`src/rtl/parking_pkg.sv`:
```
// Shared definitions for the parking gate controller: gate state encoding and
// default timing constants used by both lane FSMs.
package parking_pkg;

    localparam logic [1:0] GATE_IDLE  = 2'd0;
    localparam logic [1:0] GATE_CHECK = 2'd1;
    localparam logic [1:0] GATE_OPEN  = 2'd2;
    localparam logic [1:0] GATE_CLOSE = 2'd3;

    typedef enum logic [1:0] {
        ST_IDLE  = GATE_IDLE,
        ST_CHECK = GATE_CHECK,
        ST_OPEN  = GATE_OPEN,
        ST_CLOSE = GATE_CLOSE
    } gate_state_e;

    localparam int unsigned DEF_OPEN_TIMEOUT = 500;
    localparam int unsigned DEF_CLOSE_CYCLES = 20;
    localparam int unsigned DEF_TW           = 16;

endpackage

```
`src/rtl/parking_gate_ctrl_if.sv`:
```
// Lane sensor, vacancy and command/pulse signals between the gate controller
// and its surroundings (sensors, barriers, occupancy counter).
interface parking_gate_ctrl_if;

    logic entry_req;
    logic entry_is_uni;
    logic entry_passed;
    logic exit_req;
    logic exit_is_uni;
    logic exit_passed;
    logic uni_is_vacated_space;
    logic is_vacated_space;

    logic car_entered;
    logic is_uni_car_enterd;
    logic car_exited;
    logic is_uni_car_exited;
    logic entry_barrier_up;
    logic exit_barrier_up;
    logic entry_denied;
    logic entry_timeout;
    logic exit_timeout;

    modport master (
        output entry_req, entry_is_uni, entry_passed,
        output exit_req, exit_is_uni, exit_passed,
        output uni_is_vacated_space, is_vacated_space,
        input  car_entered, is_uni_car_enterd, car_exited, is_uni_car_exited,
        input  entry_barrier_up, exit_barrier_up,
        input  entry_denied, entry_timeout, exit_timeout
    );

    modport slave (
        input  entry_req, entry_is_uni, entry_passed,
        input  exit_req, exit_is_uni, exit_passed,
        input  uni_is_vacated_space, is_vacated_space,
        output car_entered, is_uni_car_enterd, car_exited, is_uni_car_exited,
        output entry_barrier_up, exit_barrier_up,
        output entry_denied, entry_timeout, exit_timeout
    );

endinterface

```
`src/rtl/parking_gate_fsm.sv`:
```
// One lane of the parking gate: request edge detect, car type latch, open/close
// timer and the IDLE/CHECK/OPEN/CLOSE barrier sequencer with registered outputs.
module parking_gate_fsm
    import parking_pkg::*;
#(
    parameter bit          ALWAYS_ADMIT = 1'b0,
    parameter int unsigned OPEN_TIMEOUT = DEF_OPEN_TIMEOUT,
    parameter int unsigned CLOSE_CYCLES = DEF_CLOSE_CYCLES,
    parameter int unsigned TW           = DEF_TW
) (
    input  logic clk,
    input  logic rst_n,
    input  logic req,
    input  logic req_is_uni,
    input  logic passed,
    input  logic vacant,
    output logic latched_is_uni,
    output logic barrier_up,
    output logic pulse,
    output logic pulse_is_uni,
    output logic denied,
    output logic timeout
);

    localparam logic [TW-1:0] OPEN_LAST  = TW'(OPEN_TIMEOUT - 1);
    localparam logic [TW-1:0] CLOSE_LAST = (CLOSE_CYCLES == 0) ? '0 : TW'(CLOSE_CYCLES - 1);

    gate_state_e     state_q, state_d;
    logic            req_q;
    logic            type_q, type_d;
    logic [TW-1:0]   timer_q, timer_d, timer_inc;
    logic            barrier_q, barrier_d;
    logic            pulse_q, pulse_d;
    logic            pulse_uni_q, pulse_uni_d;
    logic            denied_q, denied_d;
    logic            timeout_q, timeout_d;

    assign timer_inc = (timer_q == '1) ? timer_q : timer_q + TW'(1);

    always_comb begin
        state_d     = state_q;
        type_d      = type_q;
        timer_d     = timer_q;
        barrier_d   = 1'b0;
        pulse_d     = 1'b0;
        pulse_uni_d = 1'b0;
        denied_d    = 1'b0;
        timeout_d   = 1'b0;
        case (state_q)
            ST_IDLE: begin
                timer_d = '0;
                if (req && !req_q) begin
                    type_d  = req_is_uni;
                    state_d = ST_CHECK;
                end
            end
            ST_CHECK: begin
                if (ALWAYS_ADMIT || vacant) begin
                    state_d   = ST_OPEN;
                    barrier_d = 1'b1;
                end else begin
                    denied_d = 1'b1;
                    state_d  = ST_IDLE;
                end
            end
            ST_OPEN: begin
                // A pass on the final timeout cycle still counts as a car.
                if (passed) begin
                    pulse_d     = 1'b1;
                    pulse_uni_d = type_q;
                    timer_d     = '0;
                    state_d     = ST_CLOSE;
                end else if (timer_q >= OPEN_LAST) begin
                    timeout_d = 1'b1;
                    timer_d   = '0;
                    state_d   = ST_CLOSE;
                end else begin
                    barrier_d = 1'b1;
                    timer_d   = timer_inc;
                end
            end
            ST_CLOSE: begin
                if (timer_q >= CLOSE_LAST) begin
                    timer_d = '0;
                    state_d = ST_IDLE;
                end else begin
                    timer_d = timer_inc;
                end
            end
            default: state_d = ST_IDLE;
        endcase
    end

    always_ff @(posedge clk or negedge rst_n) begin
        if (!rst_n) begin
            state_q     <= ST_IDLE;
            // A request held through reset must not look like a fresh arrival.
            req_q       <= 1'b1;
            type_q      <= 1'b0;
            timer_q     <= '0;
            barrier_q   <= 1'b0;
            pulse_q     <= 1'b0;
            pulse_uni_q <= 1'b0;
            denied_q    <= 1'b0;
            timeout_q   <= 1'b0;
        end else begin
            state_q     <= state_d;
            req_q       <= req;
            type_q      <= type_d;
            timer_q     <= timer_d;
            barrier_q   <= barrier_d;
            pulse_q     <= pulse_d;
            pulse_uni_q <= pulse_uni_d;
            denied_q    <= denied_d;
            timeout_q   <= timeout_d;
        end
    end

    assign latched_is_uni = type_q;
    assign barrier_up     = barrier_q;
    assign pulse          = pulse_q;
    assign pulse_is_uni   = pulse_uni_q;
    assign denied         = denied_q;
    assign timeout        = timeout_q;

endmodule

```
`src/rtl/parking_gate_ctrl.sv`:
```
// Parking gate controller top: entry and exit lane sequencers, with the entry
// vacancy check selected by the latched car type.
module parking_gate_ctrl
    import parking_pkg::*;
#(
    parameter int unsigned OPEN_TIMEOUT = DEF_OPEN_TIMEOUT,
    parameter int unsigned CLOSE_CYCLES = DEF_CLOSE_CYCLES,
    parameter int unsigned TW           = DEF_TW
) (
    input  logic                 clk,
    input  logic                 rst_n,
    parking_gate_ctrl_if.slave   bus
);

    logic entry_type, entry_vacant;
    logic entry_bar, entry_pulse, entry_pulse_uni, entry_den, entry_to;
    logic exit_type, exit_bar, exit_pulse, exit_pulse_uni, exit_den, exit_to;
    logic unused_exit;

    assign entry_vacant = entry_type ? bus.uni_is_vacated_space : bus.is_vacated_space;

    parking_gate_fsm #(
        .ALWAYS_ADMIT (1'b0),
        .OPEN_TIMEOUT (OPEN_TIMEOUT),
        .CLOSE_CYCLES (CLOSE_CYCLES),
        .TW           (TW)
    ) u_entry (
        .clk            (clk),
        .rst_n          (rst_n),
        .req            (bus.entry_req),
        .req_is_uni     (bus.entry_is_uni),
        .passed         (bus.entry_passed),
        .vacant         (entry_vacant),
        .latched_is_uni (entry_type),
        .barrier_up     (entry_bar),
        .pulse          (entry_pulse),
        .pulse_is_uni   (entry_pulse_uni),
        .denied         (entry_den),
        .timeout        (entry_to)
    );

    parking_gate_fsm #(
        .ALWAYS_ADMIT (1'b1),
        .OPEN_TIMEOUT (OPEN_TIMEOUT),
        .CLOSE_CYCLES (CLOSE_CYCLES),
        .TW           (TW)
    ) u_exit (
        .clk            (clk),
        .rst_n          (rst_n),
        .req            (bus.exit_req),
        .req_is_uni     (bus.exit_is_uni),
        .passed         (bus.exit_passed),
        .vacant         (1'b1),
        .latched_is_uni (exit_type),
        .barrier_up     (exit_bar),
        .pulse          (exit_pulse),
        .pulse_is_uni   (exit_pulse_uni),
        .denied         (exit_den),
        .timeout        (exit_to)
    );

    // The exit lane never refuses and needs no vacancy type.
    assign unused_exit = exit_den ^ exit_type;

    assign bus.entry_barrier_up  = entry_bar;
    assign bus.car_entered       = entry_pulse;
    assign bus.is_uni_car_enterd = entry_pulse_uni;
    assign bus.entry_denied      = entry_den;
    assign bus.entry_timeout     = entry_to;
    assign bus.exit_barrier_up   = exit_bar;
    assign bus.car_exited        = exit_pulse;
    assign bus.is_uni_car_exited = exit_pulse_uni;
    assign bus.exit_timeout      = exit_to;

endmodule

```
`src/flat_wrapper.sv`:
```
// flat-port wrapper written by rule: the top's interface ports become plain ports
module parking_gate_ctrl_flat import parking_pkg::*;
#(
    parameter int unsigned OPEN_TIMEOUT = DEF_OPEN_TIMEOUT,
    parameter int unsigned CLOSE_CYCLES = DEF_CLOSE_CYCLES,
    parameter int unsigned TW           = DEF_TW
)
  (clk, rst_n, bus_entry_req, bus_entry_is_uni, bus_entry_passed, bus_exit_req, bus_exit_is_uni, bus_exit_passed, bus_uni_is_vacated_space, bus_is_vacated_space, bus_car_entered, bus_is_uni_car_enterd, bus_car_exited, bus_is_uni_car_exited, bus_entry_barrier_up, bus_exit_barrier_up, bus_entry_denied, bus_entry_timeout, bus_exit_timeout);
  parking_gate_ctrl_if bus_i ();
  input  logic clk;
  input  logic rst_n;
  input wire logic [$bits(bus_i.entry_req)-1:0] bus_entry_req;
  input wire logic [$bits(bus_i.entry_is_uni)-1:0] bus_entry_is_uni;
  input wire logic [$bits(bus_i.entry_passed)-1:0] bus_entry_passed;
  input wire logic [$bits(bus_i.exit_req)-1:0] bus_exit_req;
  input wire logic [$bits(bus_i.exit_is_uni)-1:0] bus_exit_is_uni;
  input wire logic [$bits(bus_i.exit_passed)-1:0] bus_exit_passed;
  input wire logic [$bits(bus_i.uni_is_vacated_space)-1:0] bus_uni_is_vacated_space;
  input wire logic [$bits(bus_i.is_vacated_space)-1:0] bus_is_vacated_space;
  output wire logic [$bits(bus_i.car_entered)-1:0] bus_car_entered;
  output wire logic [$bits(bus_i.is_uni_car_enterd)-1:0] bus_is_uni_car_enterd;
  output wire logic [$bits(bus_i.car_exited)-1:0] bus_car_exited;
  output wire logic [$bits(bus_i.is_uni_car_exited)-1:0] bus_is_uni_car_exited;
  output wire logic [$bits(bus_i.entry_barrier_up)-1:0] bus_entry_barrier_up;
  output wire logic [$bits(bus_i.exit_barrier_up)-1:0] bus_exit_barrier_up;
  output wire logic [$bits(bus_i.entry_denied)-1:0] bus_entry_denied;
  output wire logic [$bits(bus_i.entry_timeout)-1:0] bus_entry_timeout;
  output wire logic [$bits(bus_i.exit_timeout)-1:0] bus_exit_timeout;
  assign bus_i.entry_req = bus_entry_req;
  assign bus_i.entry_is_uni = bus_entry_is_uni;
  assign bus_i.entry_passed = bus_entry_passed;
  assign bus_i.exit_req = bus_exit_req;
  assign bus_i.exit_is_uni = bus_exit_is_uni;
  assign bus_i.exit_passed = bus_exit_passed;
  assign bus_i.uni_is_vacated_space = bus_uni_is_vacated_space;
  assign bus_i.is_vacated_space = bus_is_vacated_space;
  assign bus_car_entered = bus_i.car_entered;
  assign bus_is_uni_car_enterd = bus_i.is_uni_car_enterd;
  assign bus_car_exited = bus_i.car_exited;
  assign bus_is_uni_car_exited = bus_i.is_uni_car_exited;
  assign bus_entry_barrier_up = bus_i.entry_barrier_up;
  assign bus_exit_barrier_up = bus_i.exit_barrier_up;
  assign bus_entry_denied = bus_i.entry_denied;
  assign bus_entry_timeout = bus_i.entry_timeout;
  assign bus_exit_timeout = bus_i.exit_timeout;
  parking_gate_ctrl #(.OPEN_TIMEOUT(OPEN_TIMEOUT), .CLOSE_CYCLES(CLOSE_CYCLES), .TW(TW)) u_core (.clk(clk), .rst_n(rst_n), .bus(bus_i));
endmodule
```
`config.mk`:
```
export PLATFORM = sky130hd
export DESIGN_NAME = parking_gate_ctrl_flat
export DESIGN_NICKNAME = d
export VERILOG_FILES = /design/src/rtl/parking_pkg.sv /design/src/rtl/parking_gate_ctrl_if.sv /design/src/rtl/parking_gate_fsm.sv /design/src/rtl/parking_gate_ctrl.sv /design/src/flat_wrapper.sv
export SDC_FILE = /design/constraint.sdc
export NUM_CORES = 1
export LEC_CHECK = 0
export CORE_AREA = 4 4 95 97
export DETAILED_ROUTE_END_ITERATION = 8
export DIE_AREA = 0 0 99 101
export GPL_ROUTABILITY_DRIVEN = 1
export SETUP_SLACK_MARGIN = 0.5
export SLEW_MARGIN = 40
export SYNTH_ARGS = -nofsm -noshare
export SYNTH_HDL_FRONTEND = slang
export SYNTH_SLANG_ARGS = --single-unit
```
`constraint.sdc`:
```
create_clock -name clk -period 2.2 [get_ports clk]
set_clock_uncertainty 0.15 [all_clocks]
set_input_delay 0.22 -clock clk [delete_from_list [all_inputs] [get_ports clk]]
set_output_delay 0.22 -clock clk [all_outputs]
set_load 0.01 [all_outputs]
```
* Word-level counts from Yosys, hierarchy flattened
Cells that the tools add are included.
W data, S select, Z words.
** Word-level totals
- Register bits after elaboration :: 49
- Output and inout bits :: 9
- Logic and storage cells :: 94
** Operators by class
- Add/subtract/negate cells :: 2
- Order comparisons :: 4
- Eq/ne operators :: 14
- Muxes and demuxes :: 45
- Reduce and logical (&&, ||, !) cells :: 12
** Operator list (count)
- $mux W16 :: 8
- $pmux W16 S3 :: 2
- $add A16 B1 Y16 const B :: 2
- $eq A16 B16 Y1 const B :: 2
- $ge A16 B5 Y1 const B :: 2
- $ge A16 B9 Y1 const B :: 2
- $mux W1 :: 22
- $mux W2 :: 9
- $pmux W2 S4 :: 2
- $eq A2 B2 Y1 const B :: 4
- $ne A2 B2 Y1 const B :: 4
- $ne A3 B3 Y1 const B :: 2
- $reduce_and A3 Y1 :: 2
- $reduce_bool A3 Y1 :: 2
- $eq A2 B1 Y1 const B :: 2
- $logic_not A2 Y1 :: 2
- $pmux W1 S2 :: 2
- $reduce_and A2 Y1 :: 2
- $logic_and A1 B1 Y1 :: 2
- $logic_not A1 Y1 :: 2

* Depth between registers and ports, before layout
Gate-level depths: netlist of run 1.
- Word-level depth :: 5
- Mapped depth :: 7
- Depth with buffers taken out :: 6

* Cells and area by module
From an unflattened synthesis of run 1, not the netlist that was laid out.
** Second synthesis, totals
- Cell total of the unflattened synthesis :: 235
- Area total of the unflattened synthesis :: 2512.4 µm²
** By module, submodules not included
- parking_gate_fsm (u_core.u_entry) :: instances 1, cells each 115, area an instance 1291.2 µm², seq. area each 626.9 µm²
- parking_gate_fsm (u_core.u_exit) :: instances 1, cells each 118, area an instance 1202.4 µm², seq. area each 601.8 µm²
- parking_gate_ctrl :: instances 1, cells each 2, area an instance 18.8 µm², seq. area each 0.0 µm²

* Worst setup path after synthesis of run 1
OpenSTA, ideal clock, no wires.
- Path kind :: flip-flop to flip-flop
- From :: register u_core.u_exit.timer_q[0]
- To :: register u_core.u_exit.state_q[1]
- Setup time :: 125 ps
- Data arrival time :: 1995 ps
- Required time :: 1925 ps
- Path slack :: -70 ps
- Stages on the path, launching flop included :: 8
- Path buffers :: 1
- Cells stage by stage :: dfrtp_1 ha_1 or3_1 a311oi_2 a32o_2 buf_6 a21oi_4 mux2_4
** On the way
- Longest elaborated chain between the ends :: 3
- Elaborated cells on any way between the ends :: 5
** RTL lines
- start, declared :: RTL line parking_gate_fsm.sv:31 : logic [TW-1:0] timer_q, timer_d, timer_inc;
- start signal, assigned :: RTL line parking_gate_fsm.sv:110 : timer_q <= timer_d;
- $ge A16 B9 Y1 / $ge A16 B5 Y1 (equally long branches) :: RTL line parking_gate_fsm.sv:73, parking_gate_fsm.sv:83
- $ne A3 B3 Y1 (no source line) / $ne A2 B2 Y1 (equally long branches)
- $reduce_and A3 Y1 (no source line) *
- end signal, assigned :: RTL line parking_gate_fsm.sv:107 : state_q <= state_d;
- end, declared :: RTL line parking_gate_fsm.sv:28 : gate_state_e state_q, state_d;
Every way passes the cells marked *; elsewhere a longest branch is shown, timed or not.
A chain may end at the register's enable or synchronous reset.

* Worst setup path after layout of run 1
- From :: register u_core.u_exit.timer_q[1]
- To :: register u_core.u_exit.state_q[1]
Same word-level chain as after synthesis.

==> run_results.csv, run 1 <==
group,metric,value,unit
job,maxCapViolCount,0,
yosys,synthArstFlopShare,1.000,
critical_path,rr_startpoint,"u_core.u_exit.timer_q[1]",
worst_hold_path,holdPathEnd,"u_core.u_exit.req_q",
cts,path_clk_slew,0.10,ns
power_and_ir_drop,ir_drop,0.4240,mV
run_status,status,"finished, violations left",
timing,setup_ws,-0.002373,ns
finish,fill_cells,763,
yosys,syn-cell-area,0.002402,sq mm
yosys,synth_top_area_share,0.4896,
floorplanning,core_area,0.008134,sq mm
timing,timing.slew.headroom,0.7128,
finish,reg_top3,"u_core.u_entry.timer_q (16), u_core.u_exit.timer_q (16), u_core.u_exit.state_q (2)",
yosys,synth-seq-cells,49,
yosys,synth_area_leader_cell,"dfrtp_1",
yosys,syn_nets,253,
critical_path,arrival,2.25,ns
yosys,synth_cell_types,46,
finish,syn2layout_area_growth,34.11,%
floorplanning,die_h,101,um
global_routing,grt_pass1_wl,8721,um
yosys,synth_area_leaders,"dfrtp_1 (49%), ha_1 (5.7%), and2_1 (4.2%)",
yosys,syn-mean-instance-area,10.35,sq um
finish,nets,302,
critical_path,cp_slowest_stage_delay,0.42,ns
power_and_ir_drop,p_leak,1.440,nW
timing,rsz0062_at_grt,"yes",
timing,hold-worst-slack,0.2152,ns
critical_path,ff2ff_setup_slack,-0.002,ns
cts,h-tree-depth,2,
yosys,yosys.cell_count.top_type,"dfrtp_1",
placed_design,gp_congestion,0.8092,
placed_design,port_buffers,18,
drt,drtIter0Drc,88,
worst_hold_path,hold_depth,1,
drt,remaining_drc_errors,0,
timing,setup_viol,1,
drt,routed_wl,5029,um
finish,drive_gt1_frac,0.2801,
drt,num_vias,1879,
global_routing,antenna_found_initial,0,
floorplanning,die-area,0.009999,sq mm
timing,max_freq,0.4541,GHz
critical_path,startpoint_type,"register",
global_routing,grt_max_degree,50,
timing,hold_viol_final,0,
yosys,synthTopCellsByCount,"dfrtp_1 (47), nand2_1 (23), nor2_1 (20)",
critical_path,worstRegToRegCells,6,
floorplanning,die_w,99,um
yosys,syn_inst,232,
timing,min_period_over_period,1.001,
worst_hold_path,worstHoldStart,"bus_exit_req",
critical_path,path_class,"register to register",
floorplanning,start_util,0.2953,
drt,viasPerCell,4.855,
yosys,synth_edf_count,0,
cts,clock_latency,0.31,ns
timing,min_period,2.202,ns
cts,cts.sinks,49,
drt,detail_route.wl_per_cell,12.99,um
yosys,ys_seq_area_frac,0.5115,
critical_path,endpoint_kind,"register",
cts,cts_made_buffers,5,
critical_path,worst_r2r_endpoint,"u_core.u_exit.state_q[1]",
run_status,violations,"negative setup slack",
timing,finalSetupTns,-0.002373,ns
finish,n_antenna_cell,0,
worst_hold_path,hold_path_class,"input pin to register",
critical_path,crit_fanout,5,
global_routing,overflow,0,
floorplanning,io_pins,19,
cts,cts_root_buffer,"clkbuf_8",
yosys,ys.flop_type,"dfrtp_1",
drt,ant_nets,0,
critical_path,worstPathRequired,2.25,ns
yosys,yosysWarnings,0,
global_routing,grt_usage,0.1077,
timing,final_max_slew_viol_count,0,
floorplanning,core.rowCount,33,
cts,cts_buffer_depth,2,
timing,worstMarginPinSlew,0.4308,ns
power_and_ir_drop,pwr_density_cell,981.1,mW/mm^2
placed_design,hpwl,3333,um
cts,cts_tree,"built",
critical_path,worst_path_max_delay_cell,"dfrtp_1",
drt,dr.pass1.iters,4,
critical_path,path_cells,"ha_2 > or3_4 > a311oi_2 > a32o_2 > a21oi_4 > mux2_4",
global_routing,grt_pass1_vias,1949,
## cell families after synthesis
logic type / share of synthesized area
AND/OR/NAND/NOR: 0.2406
multiplexers: 0.02448
adder cells (fa/ha/maj): 0.05729
AO/OA/AOI/OAI: 0.1365
buffers and inverters: 0.02969
flip-flops: 0.5115
## final cells by class
type,instances,area [sq um],share of cell area
multi-input combinational,167,1247,0.3872
sequential,49,1229,0.3814
timing repair buffer,49,486.7,0.1511
tap,105,131.4,0.04078
clock buffer,5,68.82,0.02136
inverter,9,33.78,0.01049
clock inverter,3,25.02,0.007767
## power breakdown
| part | switching [mW] | internal (mW) | total, mW |
|---|---|---|---|
| sequential | 0.0749 | 1.02 | 1.10 |
| combinational | 0.726 | 0.771 | 1.50 |
| clock | 0.334 | 0.232 | 0.567 |
## cell usage in the layout, fill, tap and decap left out, types with 3 or more instances in the layout
master,count
buf_12,3
a21o_1,3
nor2_1,17
and3_1,5
o21ai_2,3
and4_1,4
nand2_1,22
nor2b_1,3
inv_1,9
a21oi_1,12
nor3_1,3
nor4_2,3
ha_1,9
nand3_1,7
clkbuf_8,5
dfrtp_1,47
nand2b_1,3
a21oi_2,3
clkdlybuf4s50_1,17
buf_4,21
nand4_1,5
buf_6,5
and2_1,16
## worst max path at each step
stage / start / end / slack, ns / cells after the start
after floorplan: u_core.u_exit.timer_q[1] / u_core.u_exit.state_q[1] / 0.07 / 7
after detailed placement: u_core.u_exit.timer_q[13] / u_core.u_exit.state_q[1] / 0.03 / 5
after global routing: u_core.u_exit.timer_q[12] / u_core.u_exit.timer_q[3] / -0.06 / 6
after CTS: u_core.u_exit.timer_q[1] / u_core.u_exit.state_q[1] / 0.03 / 6
final: u_core.u_exit.timer_q[1] / u_core.u_exit.state_q[1] / -0.002 / 6
after global placement: u_core.u_exit.timer_q[13] / u_core.u_exit.state_q[1] / 0.04 / 5
## metrics by stage
stage                       util  area (sq um)  setup WS (ns)  instances  power, mW
after floorplan                -          2454        0.06822        232      1.902
after global placement    0.3493          2841        0.03984        361      2.259
after detailed placement  0.3493          2841        0.02660        361      2.283
after CTS                 0.3822          3109        0.03236        381      3.069
after global routing      0.3961          3222       -0.06153        387      3.374
final                     0.3961          3222      -0.002373        387      3.161
## critical path, delay by kind of cell (launching register included)
family / cells / cell delay (ns)
fa+ha+maj: 1 / 0.20
compound gates: 3 / 0.70
simple gates: 1 / 0.33
flops: 1 / 0.42
mux: 1 / 0.29
## routing by layer
metal / share of wire / vias up / track usage / wire length, um
met3: 0.031 / 8 / 0.02837 / 155
li1: - / 927 / - / -
met1: 0.44 / 926 / 0.1269 / 2204
met4: 0.017 / 0 / 0.03992 / 85
met5: 0 / - / 0 / 0
met2: 0.51 / 18 / 0.1880 / 2583
## repair_timing
action | CTS | global route
cloned | 1 | 0
buffers inserted | 10 | 6
hold buffers | 1 | 0
gates resized for setup | 18 | 10
endpoints found under the hold margin | 48 | 0
endpoints found under the setup margin | 27 | 28
pin swaps | 6 | 8
Power figures use the tool's default switching activity.
==> run 2, diff against run 1 <==
- ABC_AREA: default -> 1
- CORE_AREA: 4 4 95 97 -> 4 4 101 103
- DIE_AREA: 0 0 99 101 -> 0 0 105 107
==> run_results.csv, run 2 <==
group,metric,value,unit
drt,routed_wl,5450,um
floorplanning,die-area,0.01124,sq mm
yosys,synth_area_leaders,"dfrtp_1 (43%), nand2_1 (14%), inv_1 (6.9%)",
finish,drive_gt1_frac,0.2064,
finish,design_area,0.003418,sq mm
power_and_ir_drop,p_seq_frac,0.375,
timing,min_period_over_period,0.7396,
power_and_ir_drop,switching_share,0.3453,
timing,hold_viol_final,0,
yosys,synth_top_area_share,0.4330,
finish,fill_cells,915,
power_and_ir_drop,p_switching,0.9868,mW
drt,num_vias,2128,
placed_design,gp_congestion,0.8015,
yosys,syn-mean-instance-area,8.133,sq um
yosys,syn_inst,334,
finish,reg_top3,"u_core.u_entry.timer_q (16), u_core.u_exit.timer_q (16), u_core.u_exit.state_q (2)",
power_and_ir_drop,p_leak,1.805,nW
floorplanning,start_util,0.2954,
critical_path,arrival,1.66,ns
floorplanning,die_w,105,um
yosys,synth_cell_types,33,
timing,worstMarginPinSlew,0.6236,ns
critical_path,startpoint_type,"register",
floorplanning,die_h,107,um
timing,finalSetupTns,0,ns
cts,cts_root_buffer,"clkbuf_8",
yosys,yosys.cell_count.top_type,"nand2_1",
timing,timing.slew.headroom,0.5842,
yosys,synthTopCellsByCount,"nand2_1 (104), inv_1 (50), dfrtp_1 (47)",
yosys,synth_edf_count,0,
critical_path,worstPathRequired,2.24,ns
global_routing,antenna_found_initial,0,
timing,hold-worst-slack,0.2192,ns
power_and_ir_drop,p_clk_frac,0.267,
timing,final_max_slew_viol_count,0,
job,maxCapViolCount,0,
placed_design,place_ws,0.4151,ns
cts,path_clk_slew,0.10,ns
finish,fin_cells,484,
run_status,status,"finished, final reports clean",
placed_design,post_dp_cell_area,0.003034,sq mm
global_routing,grt_max_degree,50,
floorplanning,core_area,0.009196,sq mm
global_routing,grt_usage,0.1023,
cts,h-tree-depth,2,
yosys,synth_area_leader_cell,"dfrtp_1",
drt,drtIter0Drc,58,
drt,dr.pass1.iters,4,
critical_path,ff2ff_setup_slack,0.57,ns
timing,max_freq,0.6146,GHz
finish,mostFrequentLayoutCell,"nand2_1",
placed_design,placed_cells_incl_taps,462,
critical_path,path_class,"register to register",
cts,cts_made_buffers,5,
global_routing,grt_pass1_vias,2139,
yosys,syn_nets,355,
cts,cts_buffer_depth,2,
drt,ant_nets,0,
power_and_ir_drop,power_frac_comb,0.358,
placed_design,port_buffers,18,
yosys,synthArstFlopShare,1.000,
drt,remaining_drc_errors,0,
power_and_ir_drop,totalPowerFinal,2.858,mW
drt,detail_route.wl_per_cell,11.26,um
yosys,yosysWarnings,0,
finish,nets,393,
critical_path,crit_fanout,3,
yosys,synth-seq-cells,49,
timing,min_period,1.627,ns
timing,rsz0062_at_grt,"yes",
global_routing,overflow,0,
cts,clock_latency,0.30,ns
worst_hold_path,hold_path_class,"input pin to register",
yosys,syn-cell-area,0.002716,sq mm
placed_design,hpwl,3691,um
critical_path,endpoint_kind,"register",
cts,cts.sinks,49,
cts,cts_tree,"built",
power_and_ir_drop,pwr_density_cell,836.1,mW/mm^2
global_routing,grt_pass1_wl,9563,um
yosys,ys_seq_area_frac,0.4523,
power_and_ir_drop,intPower,1.871,mW
power_and_ir_drop,ir_drop,0.5289,mV
finish,n_antenna_cell,0,
drt,viasPerCell,4.397,
timing,setup_viol,0,
finish,syn2layout_area_growth,25.84,%
timing,setup_ws,0.5730,ns
yosys,ys.flop_type,"dfrtp_1",
finish,final_cell_mix,"nand2_1 (100), inv_1 (46), dfrtp_1 (46), nor2_1 (24), nand3_1 (18)",
floorplanning,io_pins,19,
floorplanning,core.rowCount,35,
finish,utilization,0.3717,
run 2: cell types whose count changed in the layout (fill, tap and decap cells not counted), sizes merged, moves of 8 or more:
cell | before | now
buf | 31 | 16
nand2 | 24 | 109
a21oi | 17 | 4
nor2 | 20 | 36
inv | 11 | 53
and2 | 17 | 0
nand3 | 8 | 28
o21ai | 5 | 14
xor2 | 0 | 8
run 2: final timing paths:
kind,start,endpoint,depth (start not counted)
worst max register to register,u_core.u_entry.state_q[0],u_core.u_entry.timer_q[0],7
min in group asynchronous,rst_n,u_core.u_exit.timer_q[3],3
worst min register to register,u_core.u_exit.timer_q[10],u_core.u_exit.timer_q[10],2
worst max-delay path,u_core.u_entry.state_q[0],u_core.u_entry.timer_q[0],7
max in group asynchronous,rst_n,async pin,3
worst min-delay path,bus_exit_req,u_core.u_exit.req_q,1
run 2: timing repair:
item	in CTS	in global routing
hold endpoints to repair	47	0
resized for setup	6	31
setup endpoints to repair	18	22
hold buffers	1	0
pin swaps	2	10
setup buffers	4	8
gates cloned	1	0
run 2: cell families (layout without fill, tap and decap cells):
logic type                 count (synthesis)  count (layout)  synth area share
and+or+nand+nor                          184             185            0.3293
buffers and inverters                     57              95           0.08015
DFF                                       49              49            0.4523
AOI/OAI and AO/OA                         23              23           0.05528
adders and majority gates                 11              11           0.05067
xor gates and xnor gates                  10              10           0.03225
run 2: power by group through the flow:
stage	logic, mW	registers, mW	clock network [mW]
after floorplan	0.560	1.10	0
after global placement	0.839	1.09	0
after detailed placement	0.850	1.09	0
after CTS	0.937	1.06	0.786
after global routing	1.15	1.09	0.822
final	1.02	1.07	0.763
run 2: per-layer routing:
| layer | up-vias | track usage | wire [um] | part of all wire |
|---|---|---|---|---|
| met3 | 6 | 0.02167 | 136 | 0.025 |
| met1 | 990 | 0.1311 | 2581 | 0.47 |
| met2 | 22 | 0.1732 | 2692 | 0.49 |
| li1 | 1110 | - | - | - |
| met5 | - | 0 | 0 | 0 |
| met4 | 0 | 0.03093 | 40 | 0.0073 |
run 2: worst max-delay path, stage by stage (launching register included):
cell and delay (ns):
dfrtp_1 0.43, buf_6 0.14, ha_4 0.16, buf_4 0.13, o21ai_2 0.18, inv_1 0.08
nand2_1 0.16, o21ai_1 0.10
run 2: area by class of cell:
cell class | instances | area, sq um | share of cell area
clock inverters | 3 | 65.06 | 0.01903
well taps | 111 | 138.9 | 0.04063
multi-input cells | 229 | 1410 | 0.4125
clock buffers | 5 | 68.82 | 0.02013
inverters | 53 | 203.9 | 0.05966
repair buffers | 34 | 301.5 | 0.08821
flip-flops and latches | 49 | 1230 | 0.3598
==> patch 1, RTL diff (config.mk and constraints of run 2) <==
The package constant `DEF_TW` goes from 16 to 17.
--- a/src/rtl/parking_pkg.sv
+++ b/src/rtl/parking_pkg.sv
@@ -16,7 +16,7 @@
 
     localparam int unsigned DEF_OPEN_TIMEOUT = 500;
     localparam int unsigned DEF_CLOSE_CYCLES = 20;
-    localparam int unsigned DEF_TW           = 16;
+    localparam int unsigned DEF_TW           = 17;
 
 endpackage
 
Behaviour: same outputs for any inputs over 10 cycles, from zero or initial values and one cycle with rst_n low; that may be too few to reach the edited logic, so the function may still have changed.
==> patch 1 against run 2 <==
Total power is 0.89% higher; routed wire length rose by 27%; sequential cell count grew 2; synthesized area grew 9.4%; utilization grew 5.5 points; design area increased by 15%; setup slack lost 0.079 ns; largest power group is now combinational cells; highest routed layer unchanged.
==> patch 1: results (changes against run 2) <==
placer congestion estimate = 0.840 (was 0.802)
proportion of layout cells with a drive suffix above 1 = 30.5% (was 20.6%)
Crit Path Max Fanout = 4 (was 3)
biggest area contributors in the synthesized netlist = sky130_fd_sc_hd__dfrtp_1 41%, sky130_fd_sc_hd__nand2_1 13%, sky130_fd_sc_hd__inv_1 7.7%, sky130_fd_sc_hd__nor2_1 5.6%, sky130_fd_sc_hd__ha_1 4.6% (was sky130_fd_sc_hd__dfrtp_1 43%, sky130_fd_sc_hd__nand2_1 14%, sky130_fd_sc_hd__inv_1 6.9%, sky130_fd_sc_hd__ha_1 5.1%, sky130_fd_sc_hd__nor2_1 3.7%)
PortBufs = 18 (unchanged)
area after detailed placement = 3300 µm² (was 3030 µm²)
via density per instance = 4.76 (was 4.40)
number of design-rule violations left by the first detailed-router iteration = 142 (was 58)
most numerous cell types in the synthesized netlist = 100 x sky130_fd_sc_hd__nand2_1, 61 x sky130_fd_sc_hd__inv_1, 49 x sky130_fd_sc_hd__dfrtp_1 (was 104 x sky130_fd_sc_hd__nand2_1, 50 x sky130_fd_sc_hd__inv_1, 47 x sky130_fd_sc_hd__dfrtp_1)
average detailed-routed wire length per instance = 12.5 µm (was 11.3 µm)
pin count of the biggest net entering global routing = 31 (was 50)
status = finished clean (unchanged)
normalized max-slew margin = 65.9% (was 58.4%)
count of unique library cells instantiated by Yosys = 32 (was 33)
number of global-route vias before repair = 2,466 (was 2,139)
global routing met3 resource utilization = 1.87% (was 2.17%)
reg-to-reg critical path startpoint = u_core.u_entry.timer_q[11] (was u_core.u_entry.state_q[0])
portion of the post-synthesis area used by sequential elements = 43.0% (was 45.2%)
global-route wire length before repair = 11,100 µm (was 9560 µm)
CTS Root Buffer Type = sky130_fd_sc_hd__clkbuf_8 (unchanged)
total routing resource utilization after global routing = 11.8% (was 10.2%)
clock network latency to the later pin of the worst-skew pair = 0.30 ns (about the same)
worst slack, placed = 0.374 ns (was 0.415 ns)
total nets after synthesis = 405 (was 355)
number of buffers added by the clock tree synthesis step = 5 (unchanged)
GR met1 Demand/Resource = 15.3% (was 13.1%)
number of iterations in the first detailed-routing pass = 5 (was 4)
Detail Placement HPWL = 4600 µm (was 3690 µm)
largest registers = u_core.u_entry.timer_q: 17 flops, u_core.u_exit.timer_q: 17 flops, u_core.u_exit.state_q: 2 flops (was u_core.u_entry.timer_q: 16 flops, u_core.u_exit.timer_q: 16 flops, u_core.u_exit.state_q: 2 flops)
async set-reset flop share out of synthesis = 100% (unchanged)
CP Data Arrival Time = 1.76 ns (was 1.66 ns)
worst-case vdd ir drop = 0.427 mV (was 0.529 mV)
met2 Usage GRT = 20.3% (was 17.3%)
Total Nets Final = 462 (was 393)
static leakage = 1.97 nW (was 1.80 nW)
-- patch 1: cell count changes in the layout (fill, tap and decap cells not counted), sizes merged, moves of 5 or more --
cell,run 2,this run
buf,16,37
nor2,36,57
inv,53,62
nand4,7,14
nor3,2,9
xor2,8,3
-- patch 1: path summary, 6_finish.rpt --
check                                                 end  slack [ns]  cells after the start
worst min register to register  u_core.u_exit.timer_q[14]        0.35                      2
worst min-delay path                  u_core.u_exit.req_q        0.22                      1
worst max-delay path            u_core.u_entry.barrier_up        0.49                      8
max in group asynchronous             u_core.u_exit.req_q        1.04                      3
worst max register to register  u_core.u_entry.barrier_up        0.49                      8
min in group asynchronous       u_core.u_exit.timer_q[15]        0.26                      2
-- patch 1: logic make-up (layout without fill, tap and decap cells) --
family | after synthesis | count (layout) | synth area share (%)
AOI/OAI and AO/OA | 30 | 30 | 5.77
xor gates and xnor gates | 6 | 6 | 1.77
adders and majority gates | 11 | 11 | 4.63
buffers and inverters | 67 | 124 | 8.80
DFF | 51 | 51 | 43.0
and+or+nand+nor | 219 | 220 | 36.0
-- patch 1: what timing repair did --
item / 4_1_cts / 5_1_grt
resized for setup: 10 / 67
hold endpoints to repair: 20 / 0
cloned: 0 / 1
pin swaps: 1 / 24
hold buffers: 1 / 0
setup buffers: 5 / 26
endpoints found under the setup margin: 22 / 23
-- patch 1: layout make-up --
| cell class | instances | area [µm²] |
|---|---|---|
| clock buffer | 5 | 68.8 |
| clock inverter | 3 | 18.8 |
| fill | 919 | 5270 |
| inverter | 61 | 229 |
| multi-input combinational | 267 | 1700 |
| sequential | 51 | 1300 |
| tap | 111 | 139 |
| timing repair buffer | 55 | 475 |
-- patch 1: worst max-delay path: stages, from the launching register on --
cell	delay (ns)
sky130_fd_sc_hd__dfrtp_1	0.43
sky130_fd_sc_hd__nor2_1	0.13
sky130_fd_sc_hd__nand2_1	0.10
sky130_fd_sc_hd__nor2_4	0.14
sky130_fd_sc_hd__nand2_2	0.07
sky130_fd_sc_hd__nor2_4	0.13
sky130_fd_sc_hd__nand3_4	0.10
sky130_fd_sc_hd__buf_4	0.15
sky130_fd_sc_hd__a21boi_0	0.22
-- patch 1: report_power, final --
group | switching, mW | internal [mW]
registers | 0.0828 | 1.05
clock network | 0.325 | 0.225
logic | 0.703 | 0.503
-- patch 1: per-stage QoR --
stage / cells / total power [mW]
detailed placement: 512 / 2.09
floorplan: 384 / 1.75
global placement: 512 / 2.07
finish: 553 / 2.88
global route: 553 / 3.11
CTS: 526 / 2.69
-- patch 1: per-layer routing --
layer,share of wire [%],routed length [µm]
met1,45,3130
met2,50,3430
met3,3.9,272
met4,1.3,87
met5,0,0
==> patch 2, RTL diff (settings of run 2) <==
Without the edit above. Reset style: synchronous (`rst_n`), changed in one clocked block.
--- a/src/rtl/parking_gate_fsm.sv
+++ b/src/rtl/parking_gate_fsm.sv
@@ -91,7 +91,7 @@
         endcase
     end
 
-    always_ff @(posedge clk or negedge rst_n) begin
+    always_ff @(posedge clk) begin
         if (!rst_n) begin
             state_q     <= ST_IDLE;
             // A request held through reset must not look like a fresh arrival.
Function: differs if rst_n is asserted again (counterexample within 4 cycles, from zero or initial values and one cycle with rst_n low); with rst_n held inactive, the same outputs for 10 cycles.
==> patch 2 against run 2 <==
Design area decreased by 13%; sequential cell count unchanged; synthesized area down 10%; routed wire length is 6.7% lower; critical path depth unchanged; setup slack better by 0.019 ns.
Power is not compared: it rests on default switching activity, and its combinational part moved more than twofold at a synthesized area within 25%.
==> patch 2: results (changes against run 2) <==
worst slack, placed = 0.477 ns (was 0.415 ns)
setup slack of the worst register-to-register path = 0.59 ns (was 0.57 ns)
Detail Placement HPWL = 3800 µm (was 3690 µm)
total number of multi-input combinational cells = 237 (was 229)
CP Data Arrival Time = 1.72 ns (was 1.66 ns)
total routing resource utilization after global routing = 9.50% (was 10.2%)
most numerous cell types in the synthesized netlist = 82 x sky130_fd_sc_hd__nand2_1, 51 x sky130_fd_sc_hd__inv_1, 49 x sky130_fd_sc_hd__dfxtp_1, 49 x sky130_fd_sc_hd__nor2_1, 24 x sky130_fd_sc_hd__nand3_1 (was 104 x sky130_fd_sc_hd__nand2_1, 50 x sky130_fd_sc_hd__inv_1, 47 x sky130_fd_sc_hd__dfrtp_1)
Reg2Reg Capture Point = u_core.u_entry.timer_q[7] (was u_core.u_entry.timer_q[0])
proportion of layout cells with a drive suffix above 1 = 14.3% (was 20.6%)
Slowest-stage cell, CP = sky130_fd_sc_hd__dfxtp_1 (was sky130_fd_sc_hd__dfrtp_1)
number of non-clock buffers in the layout = 25 (was 34)
count of unique library cells instantiated by Yosys = 28 (was 33)
final instance count without filler cells = 481 (was 484)
global-route wire length before repair = 8860 µm (was 9560 µm)
launch instance of the worst min-delay path = u_core.u_entry.timer_q[12] (was bus_exit_req)
hold path depth = 2 (was 1)
aggregate routed wire length = 5090 µm (was 5450 µm)
number of fillers in the final layout = 972 (was 915)
number of non-clock inverters in the layout = 51 (was 53)
compound-gate portion of the synthesized area = 7.06% (was 5.53%)
relative area of non-clock buffer cells in the final design = 7.83% (was 8.82%)
Hold Path Class = register to register (was input pin to register)
fraction of standard cell area in multi-input logic = 44.0% (was 41.3%)
sequential cells = 49 (unchanged)
Synth Area in Adders = 5.12% (was 5.07%)
number of global-route vias before repair = 1,971 (was 2,139)
footprint of the multi-input gates = 1310 µm² (was 1410 µm²)
synthesized area per cell = 7.15 µm² (was 8.13 µm²)
FMAX = 622 MHz (was 615 MHz)
destination of the worst hold path = u_core.u_entry.timer_q[12] (was u_core.u_exit.req_q)
reg-to-reg critical path startpoint = u_core.u_entry.state_q[0] (unchanged)
Crit Path Max Fanout = 5 (was 3)
Total Nets Final = 389 (was 393)
status = finished clean (unchanged)
Layout area overhead = 21.5% (was 25.8%)
total nets after synthesis = 362 (was 355)
number of design-rule violations left by the first detailed-router iteration = 62 (was 58)
async set-reset flop share out of synthesis = 0% (was 100%)
[patch 2: cell types whose count changed after synthesis, moves of 4 or more]
cell	change
sky130_fd_sc_hd__nor3_1	+9
sky130_fd_sc_hd__nor2_1	+22
sky130_fd_sc_hd__a21oi_1	+16
sky130_fd_sc_hd__nor2_2	-4
sky130_fd_sc_hd__o21ai_0	+4
sky130_fd_sc_hd__dfxtp_1	+49
sky130_fd_sc_hd__a21boi_0	-4
sky130_fd_sc_hd__o21ai_1	-9
sky130_fd_sc_hd__nand2_1	-22
sky130_fd_sc_hd__nand3_1	+5
sky130_fd_sc_hd__dfrtp_1	-47
[patch 2: timing repair]
item                       CTS  global route
setup endpoints to repair    3            18
buffers inserted             0             3
gates resized for setup      1            23
pin swaps                    0             9
[patch 2: layer usage]
layer	vias to the layer above	track usage, %	share of wire [%]
li1	1130	-	-
met1	927	12.2	49
met2	37	15.9	46
met3	9	2.29	3.8
met4	0	2.81	1.4
met5	-	0	0
